File: src/rtl/risc_pkg.sv
// Shared pipeline definitions used by fetch and decode.
package risc_pkg;

    // Encoding that decode treats as a no-operation bubble.
    localparam logic [31:0] NOP_INSTR        = 32'h0000_0000;

    // Default address fetched first after reset.
    localparam logic [31:0] RESET_PC_DEFAULT = 32'h0000_0000;

    // Fetch controller states:
    //   S_WAIT - request for pc_q is (or is about to be) outstanding
    //   S_DROP - request outstanding but its data is stale after a redirect
    //   S_FULL - a fetched word is parked in the skid buffer, no request
    typedef enum logic [1:0] {
        S_WAIT = 2'd0,
        S_DROP = 2'd1,
        S_FULL = 2'd2
    } if_state_t;

endpackage

File: src/rtl/if_skid_buf.sv
// One-entry skid buffer holding a fetched instruction word and its address
// while decode is stalled.
module if_skid_buf (
    input  logic        clk,
    input  logic        rst_n,
    input  logic        load,
    input  logic        unload,
    input  logic        clear,
    input  logic [31:0] load_data,
    input  logic [31:0] load_pc,
    output logic [31:0] data,
    output logic [31:0] pc,
    output logic        full
);

    logic        full_q, full_d;
    logic [31:0] data_q, data_d;
    logic [31:0] pc_q,   pc_d;

    // Next-state: clear/unload empty the entry and win over a load.
    always_comb begin
        // NOTE: every always_comb output gets a default first so no path leaves it unassigned (no latch).
        full_d = full_q;
        data_d = data_q;
        pc_d   = pc_q;
        if (clear || unload) begin
            full_d = 1'b0;
        end else if (load) begin
            full_d = 1'b1;
            data_d = load_data;
            pc_d   = load_pc;
        end
    end

    // Occupancy flag is the only state that must be reset.
    always_ff @(posedge clk or negedge rst_n) begin
        // NOTE: sequential state uses non-blocking assignments so all flops update together at the edge.
        if (!rst_n) begin
            full_q <= 1'b0;
        end else begin
            full_q <= full_d;
        end
    end

    // Payload registers.
    always_ff @(posedge clk) begin
        // NOTE: payload has no reset; it is never observed unless full_q is set.
        data_q <= data_d;
        pc_q   <= pc_d;
    end

    assign data = data_q;
    assign pc   = pc_q;
    assign full = full_q;

endmodule

File: src/rtl/instruction_fetch.sv
// Instruction fetch stage: owns the PC, issues word fetches over a req/ack
// handshake, absorbs decode stalls in a one-entry skid buffer and flushes
// on redirects from the branch logic.
module instruction_fetch #(
    parameter logic [31:0] RESET_PC  = risc_pkg::RESET_PC_DEFAULT,
    parameter logic [31:0] NOP_INSTR = risc_pkg::NOP_INSTR
) (
    input  logic        clk,
    input  logic        rst_n,
    input  logic        stall,
    input  logic        redirect,
    input  logic [31:0] redirect_pc,
    output logic        imem_req,
    output logic [31:0] imem_addr,
    input  logic        imem_ack,
    input  logic [31:0] imem_rdata,
    output logic [31:0] IR,
    output logic [31:0] PC_1,
    output logic        if_valid
);

    import risc_pkg::*;

    if_state_t   state_q,      state_d;
    logic [31:0] pc_q,         pc_d;
    logic [31:0] pc_pending_q, pc_pending_d;
    logic [31:0] ir_q,         ir_d;
    logic [31:0] pc_1_q,       pc_1_d;
    logic        if_valid_q,   if_valid_d;

    logic        skid_load;
    logic        skid_unload;
    logic        skid_clear;
    logic [31:0] skid_data;
    logic [31:0] skid_pc;
    logic        skid_full;

    if_skid_buf u_skid (
        .clk       (clk),
        .rst_n     (rst_n),
        .load      (skid_load),
        .unload    (skid_unload),
        .clear     (skid_clear),
        .load_data (imem_rdata),
        .load_pc   (pc_q),
        .data      (skid_data),
        .pc        (skid_pc),
        .full      (skid_full)
    );

    // Next-state logic; redirect beats stall beats normal flow.
    always_comb begin
        state_d      = state_q;
        pc_d         = pc_q;
        pc_pending_d = pc_pending_q;
        ir_d         = ir_q;
        pc_1_d       = pc_1_q;
        if_valid_d   = if_valid_q;
        skid_load    = 1'b0;
        skid_unload  = 1'b0;
        skid_clear   = 1'b0;

        case (state_q)
            S_WAIT: begin
                if (imem_ack) begin
                    if (redirect) begin
                        pc_d       = redirect_pc;
                        ir_d       = NOP_INSTR;
                        if_valid_d = 1'b0;
                    end else if (stall) begin
                        skid_load  = 1'b1;
                        pc_d       = pc_q + 32'd1;
                        state_d    = S_FULL;
                    end else begin
                        ir_d       = imem_rdata;
                        pc_1_d     = pc_q + 32'd1;
                        pc_d       = pc_q + 32'd1;
                        if_valid_d = 1'b1;
                    end
                end else begin
                    if (redirect) begin
                        // Request must stay up until ack; remember the target.
                        pc_pending_d = redirect_pc;
                        ir_d         = NOP_INSTR;
                        if_valid_d   = 1'b0;
                        state_d      = S_DROP;
                    end else if (!stall) begin
                        if_valid_d   = 1'b0;
                    end
                end
            end

            S_DROP: begin
                ir_d       = NOP_INSTR;
                if_valid_d = 1'b0;
                if (redirect) begin
                    pc_pending_d = redirect_pc;
                end
                if (imem_ack) begin
                    // The newest redirect target wins, even on the ack cycle.
                    pc_d    = redirect ? redirect_pc : pc_pending_q;
                    state_d = S_WAIT;
                end
            end

            S_FULL: begin
                if (redirect) begin
                    skid_clear = 1'b1;
                    pc_d       = redirect_pc;
                    ir_d       = NOP_INSTR;
                    if_valid_d = 1'b0;
                    state_d    = S_WAIT;
                end else if (!stall) begin
                    skid_unload = 1'b1;
                    ir_d        = skid_data;
                    pc_1_d      = skid_pc + 32'd1;
                    if_valid_d  = 1'b1;
                    state_d     = S_WAIT;
                end
            end

            default: begin
                state_d = S_WAIT;
            end
        endcase
    end

    // Controller state and the registered decode-facing outputs.
    always_ff @(posedge clk or negedge rst_n) begin
        if (!rst_n) begin
            state_q      <= S_WAIT;
            pc_q         <= RESET_PC;
            pc_pending_q <= RESET_PC;
            ir_q         <= NOP_INSTR;
            pc_1_q       <= 32'd0;
            if_valid_q   <= 1'b0;
        end else begin
            state_q      <= state_d;
            pc_q         <= pc_d;
            pc_pending_q <= pc_pending_d;
            ir_q         <= ir_d;
            pc_1_q       <= pc_1_d;
            if_valid_q   <= if_valid_d;
        end
    end

    // No request while a fetched word is parked; otherwise the PC is on the bus.
    assign imem_req  = ~skid_full;
    assign imem_addr = pc_q;
    assign IR        = ir_q;
    assign PC_1      = pc_1_q;
    assign if_valid  = if_valid_q;

endmodule

File: config.mk
export PLATFORM = sky130hd
export DESIGN_NAME = instruction_fetch
export DESIGN_NICKNAME = d
export VERILOG_FILES = /design/src/rtl/risc_pkg.sv /design/src/rtl/if_skid_buf.sv /design/src/rtl/instruction_fetch.sv
export SDC_FILE = /design/constraint.sdc
export NUM_CORES = 1
export LEC_CHECK = 0
export CORE_AREA = 2 2 123 172
export DETAILED_ROUTE_END_ITERATION = 10
export DIE_AREA = 0 0 125 174
export DONT_BUFFER_PORTS = 1
export MAX_ROUTING_LAYER = met4
export SLEW_MARGIN = 40
export SYNTH_ARGS = -nofsm -noshare
export SYNTH_HDL_FRONTEND = slang
export SYNTH_SLANG_ARGS = --single-unit
export TNS_END_PERCENT = 5
File: constraint.sdc
create_clock -name clk -period 5.2 [get_ports clk]
set_clock_uncertainty 0.05 [all_clocks]
set_input_delay 1.04 -clock clk [delete_from_list [all_inputs] [get_ports clk]]
set_output_delay 1.04 -clock clk [all_outputs]
set_load 0.02 [all_outputs]
==> impl_metrics.toml, run 1 <==
[power_and_ir_drop]
powerDensity_nw_per_um2 = 615
irDropWorstVdd_v = 0.000339
p_comb_share_pct = 31.3
power.share.sequential_pct = 49.7
clock_power_share_pct = 19.0
p_sw_share_pct = 44.1
p_int_mw = 3.61
p_leak_nw = 3.95
power.net_switching_mw = 2.85

[finish]
nFillCells = 1794
final_cell_area_sq_um = 10500
fin_util_pct = 51.7
area_delta_synth_final_pct = 7.83
nets = 942
antenna_cells = 0
layout-drive-gt1-share_pct = 11.0
stdcell_count = 1136

[synthesis]
synth_mux_area_share_pct = 6.09
synthArstFlopShare_pct = 67.3
synth.top_cell.area_share_pct = 33.9
synth_top_cell_by_area = "dfrtp_1"
ys_top_cells_by_area = "dfrtp_1 34%, edfxtp_1 20%, mux2_2 3.9%"
netlist_instances = 903
synth-simple-area-share_pct = 14.1
synthesis.nets = 978
synth_flop_cell = "dfrtp_1"
synthDistinctLibCells = 61
synth-edff-count = 64
synth_fa_ha_area_share_pct = 0.771
yosys_warnings = 0
ys_ff_latch = 196
synthXorXnorAreaFrac_pct = 4.05
netlist_area_sq_um = 9740
yosysSeqAreaShare_pct = 53.7
synth_top_family_by_area = "compound AO/OA/AOI/OAI gates"
synth-compound-area-share_pct = 17.7
yosysMostFrequentCell = "dfrtp_1"
netlist_top_cells_count = "132 x dfrtp_1, 100 x nand2_1, 64 x edfxtp_1, 59 x clkbuf_1, 44 x o21ai_0"
synth.avg_cell_area_sq_um = 10.8

[routing]
drt_iter0_markers = 867
routed_wl_microns = 26500
drtPass1Iterations = 6
vias_per_cell = 6.45
drc_errors = 0
ant_nets = 0
vias = 7327
wire_per_inst_microns = 23.3

[setup_path]
cp-start-kind = "flop"
crit_family = "compound AO/OA/AOI/OAI gates"
r2r_cells = 7
crit_buf_inv = 1
critical_path_arrival_ns = 3.31
path_class = "flop to flop"
required_ns = 5.49
crit_chain = "inv_1 -> ha_1 -> nand2_1 -> a211o_1 -> nor2_1 -> o21ai_0 -> o211ai_1"
critPathCaptureType = "flop"
cp_num_cells = 7
critPathMaxFanout = 26
critical_path.max_stage_delay_ns = 0.64
critical-path-slowest-cell = "nor2_1"

[timing]
setup_viol = 0
whs_ns = 0.249
rsz0062_at_grt = "no"
maxSlewHeadroom_pct = 50.5
timing.final.crit_period_ns = 3.02
setup_tns_ns = 0
fmax_mhz = 331
slew_viol_final = 0
fin_crit_sh_pct = 58.0
tightest_slew_ns = 0.742
finalHoldViolCount = 0

[grt]
antenna_found_initial = 0
grt_pass1_wl_microns = 42400
grt.total_usage_pct = 25.5
first_global_vias = 7284
grt_max_degree = 133
overflow = 0

[clocking]
cts.sinks = 196
cts_setup_buffers = 0
hold_buffers = 0
cts_tree = "yes"
clkLatencyLatePin_ns = 0.43
clockBufferDepth = 2
htree_num_levels = 4
numCtsBuffers = 17
path_clk_slew_ns = 0.08
postCtsResizedCells = 0
clockRootBuffer = "clkbuf_16"

[floorplanning]
core_sq_um = 20300
fp.dieArea_sq_um = 21800
ios = 167
initial_core_util_pct = 47.9
dieHeight_microns = 174
chipWidth_microns = 125
num_rows = 62

[placement]
gp_congestion = 1.02
place_hpwl_microns = 19400
placed_cell_area_sq_um = 9930
place_inst = 1103
io_buffers = 0

[worst_hold_path]
hold_class = "input port to async pin"

[outcome]
status = "completed"

[flow_run]
maxCapViolations = 0
-- state kept, by name, indices dropped and copies added, names as in the netlist --
signal,count
state_q,2
if_valid,1
u_skid.full,1
u_skid.pc,32
imem_addr,32
IR,32
pc_pending_q,32
u_skid.data,32
PC_1,32
-- logic make-up after synthesis --
| logic type | Yosys count |
|---|---|
| flops | 196 |
| buf+inv | 90 |
| simple gates | 272 |
| compound gates | 239 |
| xor+xnor | 45 |
| mux | 55 |
| fa+ha+maj | 6 |
-- metal layers --
layer  vias to the layer above  wire, microns  GRT usage [%]
li1                       3370              -              -
met1                      3611          10500           30.6
met2                       305          13600           43.2
met3                        41           1920           6.12
met4                         0            512           6.76
met5                         -              0              -
-- power groups by stage --
stage	Clock, mW	Combinational (mW)	Sequential, mW
after global routing	1.32	2.25	3.28
after floorplan	0	1.64	2.94
after CTS	1.26	2.01	3.21
final	1.23	2.02	3.21
after global placement	0	1.92	3.21
after detailed placement	0	2.01	3.24
-- metrics by stage --
step                      setup slack (ns)  total power [mW]
final                                 2.18              6.46
after CTS                             2.19              6.48
after floorplan                      0.791              4.58
after detailed placement              2.06              5.25
after global routing                  1.97              6.85
after global placement                2.15              5.14
-- cell type report --
cell class,count,area (sq um),area share (%)
multi-input combinational,617,4210,40.1
clock buffer,18,429,4.09
inverter,22,82.6,0.786
tap,256,320,3.05
timing repair buffer,13,118,1.12
clock inverter,14,116,1.11
sequential,196,5230,49.8
-- layout by cell type (no fill, tap or decap), drive strengths merged, types with 20 or more instances in the layout --
cell type	n
a21oi	22
a221oi	20
a22oi	38
dfrtp	132
edfxtp	64
inv	30
mux2	34
mux2i	21
nand2	100
nand3	37
nand4	20
nor2	33
o21ai	44
o31ai	37
xnor2	24
xor2	21
-- path summary, 6_finish.rpt --
kind | from | slack, ns | endpoint
max in group asynchronous | rst_n | 4.69 | PC_1[30]
worst min register to register | pc_pending_q[21] | 0.46 | pc_pending_q[21]
worst max-delay path | state_q[0] | 2.18 | PC_1[14]
worst max register to register | state_q[0] | 2.18 | PC_1[14]
min in group clk | pc_pending_q[21] | 0.46 | pc_pending_q[21]
worst min-delay path | rst_n | 0.25 | imem_addr[2]
(Power assumes the default switching activity.)
==> run 2: changes to the inputs <==
--- a/config.mk
+++ b/config.mk
@@ -10,6 +10,7 @@
 export DIE_AREA = 0 0 125 174
 export DONT_BUFFER_PORTS = 1
 export MAX_ROUTING_LAYER = met4
+export PLACE_DENSITY = 0.65
 export SLEW_MARGIN = 40
 export SYNTH_ARGS = -nofsm -noshare
 export SYNTH_HDL_FRONTEND = slang
==> constraint.sdc (replaced) <==
create_clock -name clk -period 2.7 [get_ports clk]
set_clock_uncertainty 0.05 [all_clocks]
set_input_delay 0.54 -clock clk [delete_from_list [all_inputs] [get_ports clk]]
set_output_delay 0.54 -clock clk [all_outputs]
set_load 0.02 [all_outputs]
==> run 2 against run 1 <==
The run now ends with hold timing left. Core utilization grew 1.3 points. Hold slack lost 0.51 ns. Flip-flop and latch count is the same. Critical path type unchanged. Final area grew 2.6%. Maximum frequency grew 19%. Power grew 99%. Largest cell class unchanged. Global-route usage shrank 1.4 points. Register-to-register slack lost 2.0 ns. Clock power grew 100%.
==> impl_metrics.toml, run 2 (synthesis results as in run 1) <==
[clocking]
cts_setup_buffers = 0
cts_tree = "yes"
clockRootBuffer = "clkbuf_16"
postCtsResizedCells = 0
clockBufferDepth = 2
path_clk_slew_ns = 0.08
clkLatencyLatePin_ns = 0.44
htree_num_levels = 4
cts.sinks = 196
numCtsBuffers = 17

[routing]
drt_iter0_markers = 674
vias_per_cell = 6.25
vias = 7325
ant_nets = 0
routed_wl_microns = 25400
drtPass1Iterations = 6
drc_errors = 0
wire_per_inst_microns = 21.7

[timing]
finalHoldViolCount = 132
rsz0062_at_grt = "no"
maxSlewHeadroom_pct = 51.5
tightest_slew_ns = 0.725
timing.final.crit_period_ns = 2.53
slew_viol_final = 0
whs_ns = -0.264
fin_crit_sh_pct = 93.9
fmax_mhz = 395
setup_tns_ns = 0
setup_viol = 0

[grt]
grt.total_usage_pct = 24.1
grt_pass1_wl_microns = 40400
antenna_found_initial = 0
grt_max_degree = 133
overflow = 0
first_global_vias = 7196

[floorplanning]
fp.dieArea_sq_um = 21800
core_sq_um = 20300
num_rows = 62
chipWidth_microns = 125
initial_core_util_pct = 47.9
dieHeight_microns = 174
ios = 167

[power_and_ir_drop]
irDropWorstVdd_v = 0.000520
p_leak_nw = 4.13
powerDensity_nw_per_um2 = 1190

[worst_hold_path]
hold_class = "input port to async pin"

[placement]
gp_congestion = 0.915
io_buffers = 0
place_inst = 1140
place_hpwl_microns = 18700

[finish]
layout_common_cells = "132 x dfrtp_1, 100 x nand2_1, 64 x edfxtp_1"
nets = 978
final_common_cell = "dfrtp_1"
layout-drive-gt1-share_pct = 14.1
stdcell_count = 1172
area_delta_synth_final_pct = 10.6
antenna_cells = 0
fin_util_pct = 53.0

[outcome]
status = "finished, violations left"
violations = "hold timing"

[setup_path]
critical_path_arrival_ns = 2.84
critPathMaxFanout = 15
path_class = "flop to flop"
critPathCaptureType = "flop"
required_ns = 3.01
cp-start-kind = "flop"

[flow_run]
maxCapViolations = 0
[run 2: metrics by stage]
step                      setup slack (ns)  area [sq um]  total power [mW]
after floorplan                     0.0243          9750              8.82
after global placement               0.222         10200              10.3
after detailed placement             0.218         10200              10.4
after CTS                            0.183         10800              12.9
after global routing                0.0226         10800              13.6
final                                0.166         10800              12.9
[run 2: layer usage]
metal	global-route usage, %	share of wire (%)	vias up
li1	-	-	3445
met1	30.6	42	3553
met2	39.2	50	291
met3	4.40	6.4	36
met4	7.96	2.1	0
met5	-	0	-
[run 2: power breakdown]
part | switching [mW] | total, mW | internal [mW]
Sequential | 1.64 | 5.80 | 4.15
Clock | 1.18 | 2.48 | 1.30
Combinational | 2.69 | 4.59 | 1.90
Total | 5.51 | 12.9 | 7.35
[run 2: layout make-up]
cell class | instances | area (sq um)
fillers | 1822 | 9550
flip-flops and latches | 196 | 5230
multi-input cells | 617 | 4180
clock buffers | 17 | 425
repair buffers | 49 | 393
well taps | 256 | 320
clock inverters | 15 | 148
inverters | 22 | 82.6
[run 2: critical path, stage by stage, from the launching register on]
cell      delay (ns)
dfrtp_1         0.43
inv_1           0.10
ha_1            0.28
nand2_1         0.18
a211o_1         0.54
nor2_1          0.47
o21ai_0         0.26
o211ai_1        0.15
[run 2: final timing paths]
check | startpoint | to | slack, ns | cells past startpoint
setup / recovery | state_q[0] | PC_1[14] | 0.17 | 7
hold / removal | rst_n | pc_pending_q[3] | -0.26 | 0
setup reg to reg | state_q[0] | PC_1[14] | 0.17 | 7
hold reg to reg | pc_pending_q[24] | pc_pending_q[24] | 0.46 | 1
max in group asynchronous | rst_n | PC_1[20] | 2.59 | 0
min in group clk | imem_rdata[19] | u_skid.data[19] | 0.15 | 0
==> run 3: changes to the inputs <==
--- a/config.mk
+++ b/config.mk
@@ -6,11 +6,13 @@
 export NUM_CORES = 1
 export LEC_CHECK = 0
 export CORE_AREA = 2 2 123 172
+export CTS_BUF_LIST = sky130_fd_sc_hd__clkbuf_2 sky130_fd_sc_hd__clkbuf_4 sky130_fd_sc_hd__clkbuf_8
 export DETAILED_ROUTE_END_ITERATION = 10
 export DIE_AREA = 0 0 125 174
 export DONT_BUFFER_PORTS = 1
 export MAX_ROUTING_LAYER = met4
 export PLACE_DENSITY = 0.65
+export SETUP_SLACK_MARGIN = 0.05
 export SLEW_MARGIN = 40
 export SYNTH_ARGS = -nofsm -noshare
 export SYNTH_HDL_FRONTEND = slang
==> run 3 against run 2 <==
Largest power group unchanged. Critical path depth decreased by 2. The flow still finishes with violations (hold timing). Via count grew 0.89%. Sequential power down 0.9%.
==> impl_metrics.toml, run 3 (synthesis results as in run 1) <==
[power_and_ir_drop]
power.share.sequential_pct = 47.3
powerDensity_nw_per_um2 = 1150
p_leak_nw = 4.03
p_comb_share_pct = 37.9
irDropWorstVdd_v = 0.000591
clock_power_share_pct = 14.8
p_int_mw = 6.74
power.net_switching_mw = 5.41
p_sw_share_pct = 44.5

[routing]
vias = 7390
ant_nets = 0
drt_iter0_markers = 588
drtPass1Iterations = 5
vias_per_cell = 6.33
routed_wl_microns = 25700
wire_per_inst_microns = 22.0
drc_errors = 0

[placement]
place_inst = 1135
gp_congestion = 0.958
placed_cell_area_sq_um = 10200
place_hpwl_microns = 18700
place_ws_ns = 0.298
io_buffers = 0

[finish]
antenna_cells = 0
area_delta_synth_final_pct = 8.34
layout_common_cells = "132 x dfrtp_1, 100 x nand2_1, 64 x edfxtp_1"
fin_util_pct = 51.9
final_cell_area_sq_um = 10600
nFillCells = 1813
nets = 973
final_common_cell = "dfrtp_1"
layout-drive-gt1-share_pct = 13.8
stdcell_count = 1167

[grt]
overflow = 0
grt_pass1_wl_microns = 40900
grt.total_usage_pct = 24.5
first_global_vias = 7151
antenna_found_initial = 0
grt_max_degree = 133

[clocking]
clkLatencyLatePin_ns = 0.48
cts_setup_buffers = 0
htree_num_levels = 4
path_clk_slew_ns = 0.11
clockRootBuffer = "clkbuf_8"
clockBufferDepth = 2
cts.sinks = 196
numCtsBuffers = 17
cts_tree = "yes"
postCtsResizedCells = 0

[floorplanning]
core_sq_um = 20300
num_rows = 62
dieHeight_microns = 174
initial_core_util_pct = 47.9
fp.dieArea_sq_um = 21800
chipWidth_microns = 125
ios = 167

[setup_path]
r2r_start = "u_skid.pc[3]"
critical_path_arrival_ns = 2.78
r2r_slack_ns = 0.22
required_ns = 3.00
cp-start-kind = "flop"
path_class = "flop to flop"
critPathCaptureType = "flop"
r2r-end = "PC_1[25]"
startpoint = "u_skid.pc[3]"
r2r_cells = 5
endpoint = "PC_1[25]"
critPathMaxFanout = 16

[timing]
finalWorstSetupSlack_ns = 0.220
fin_crit_sh_pct = 91.9
slew_viol_final = 0
finalHoldViolCount = 132
rsz0062_at_grt = "no"
setup_viol = 0
whs_ns = -0.307
tightest_slew_ns = 0.567
timing.final.crit_period_ns = 2.48
maxSlewHeadroom_pct = 61.8
setup_tns_ns = 0
fmax_mhz = 403

[worst_hold_path]
hold_class = "input port to async pin"

[outcome]
violations = "hold timing"
status = "finished, violations left"

[flow_run]
maxCapViolations = 0
run 3: cell types whose count changed in the layout (fill, tap and decap cells not counted), sizes merged:
| cell | delta |
|---|---|
| buf | -5 |
| clkinv | -3 |
| inv | +3 |
| clkbuf | +2 |
| bufinv | -1 |
| clkinvlp | -1 |
run 3: critical path, stage by stage, from the launching register on:
cell	delay, ns
edfxtp_1	0.44
nand3_2	0.18
or4_1	0.77
nor4_1	0.48
xor2_1	0.11
a221o_1	0.33
run 3: how the worst min path moves through the flow:
stage / start / endpoint
CTS: rst_n / imem_addr[6]
detailed placement: rst_n / pc_pending_q[2]
global route: rst_n / pc_pending_q[0]
global placement: rst_n / pc_pending_q[2]
floorplan: rst_n / IR[0]
finish: rst_n / imem_addr[6]
run 3: power groups by stage:
stage               clock network (mW)  registers [mW]  logic, mW
detailed placement                   0            5.83       4.60
floorplan                            0            5.66       3.16
global route                      1.97            5.89       5.10
finish                            1.80            5.75       4.60
CTS                               1.85            5.76       4.62
global placement                     0            5.78       4.53
run 3: metal layers:
layer	part of all wire [%]	global-route usage, %	vias to the layer above	routed length [microns]
met1	41	30.1	3641	10500
li1	-	-	3426	-
met3	6.7	5.42	36	1720
met2	50	40.1	287	12900
met4	2.2	8.29	0	558
met5	0	-	-	0
run 3: per-stage QoR:
step                power [mW]  hold WS (ns)
detailed placement        10.4         0.198
CTS                       12.2        -0.348
global placement          10.3         0.198
global route              13.0        -0.355
floorplan                 8.82         0.194
finish                    12.1        -0.307
run 3: layout make-up:
cell class / instances / area, sq um / area share (%)
tap: 256 / 320 / 3.04
clock inverter: 13 / 114 / 1.08
multi-input combinational: 617 / 4180 / 39.6
sequential: 196 / 5230 / 49.5
timing repair buffer: 44 / 380 / 3.61
clock buffer: 19 / 249 / 2.36
inverter: 22 / 82.6 / 0.783
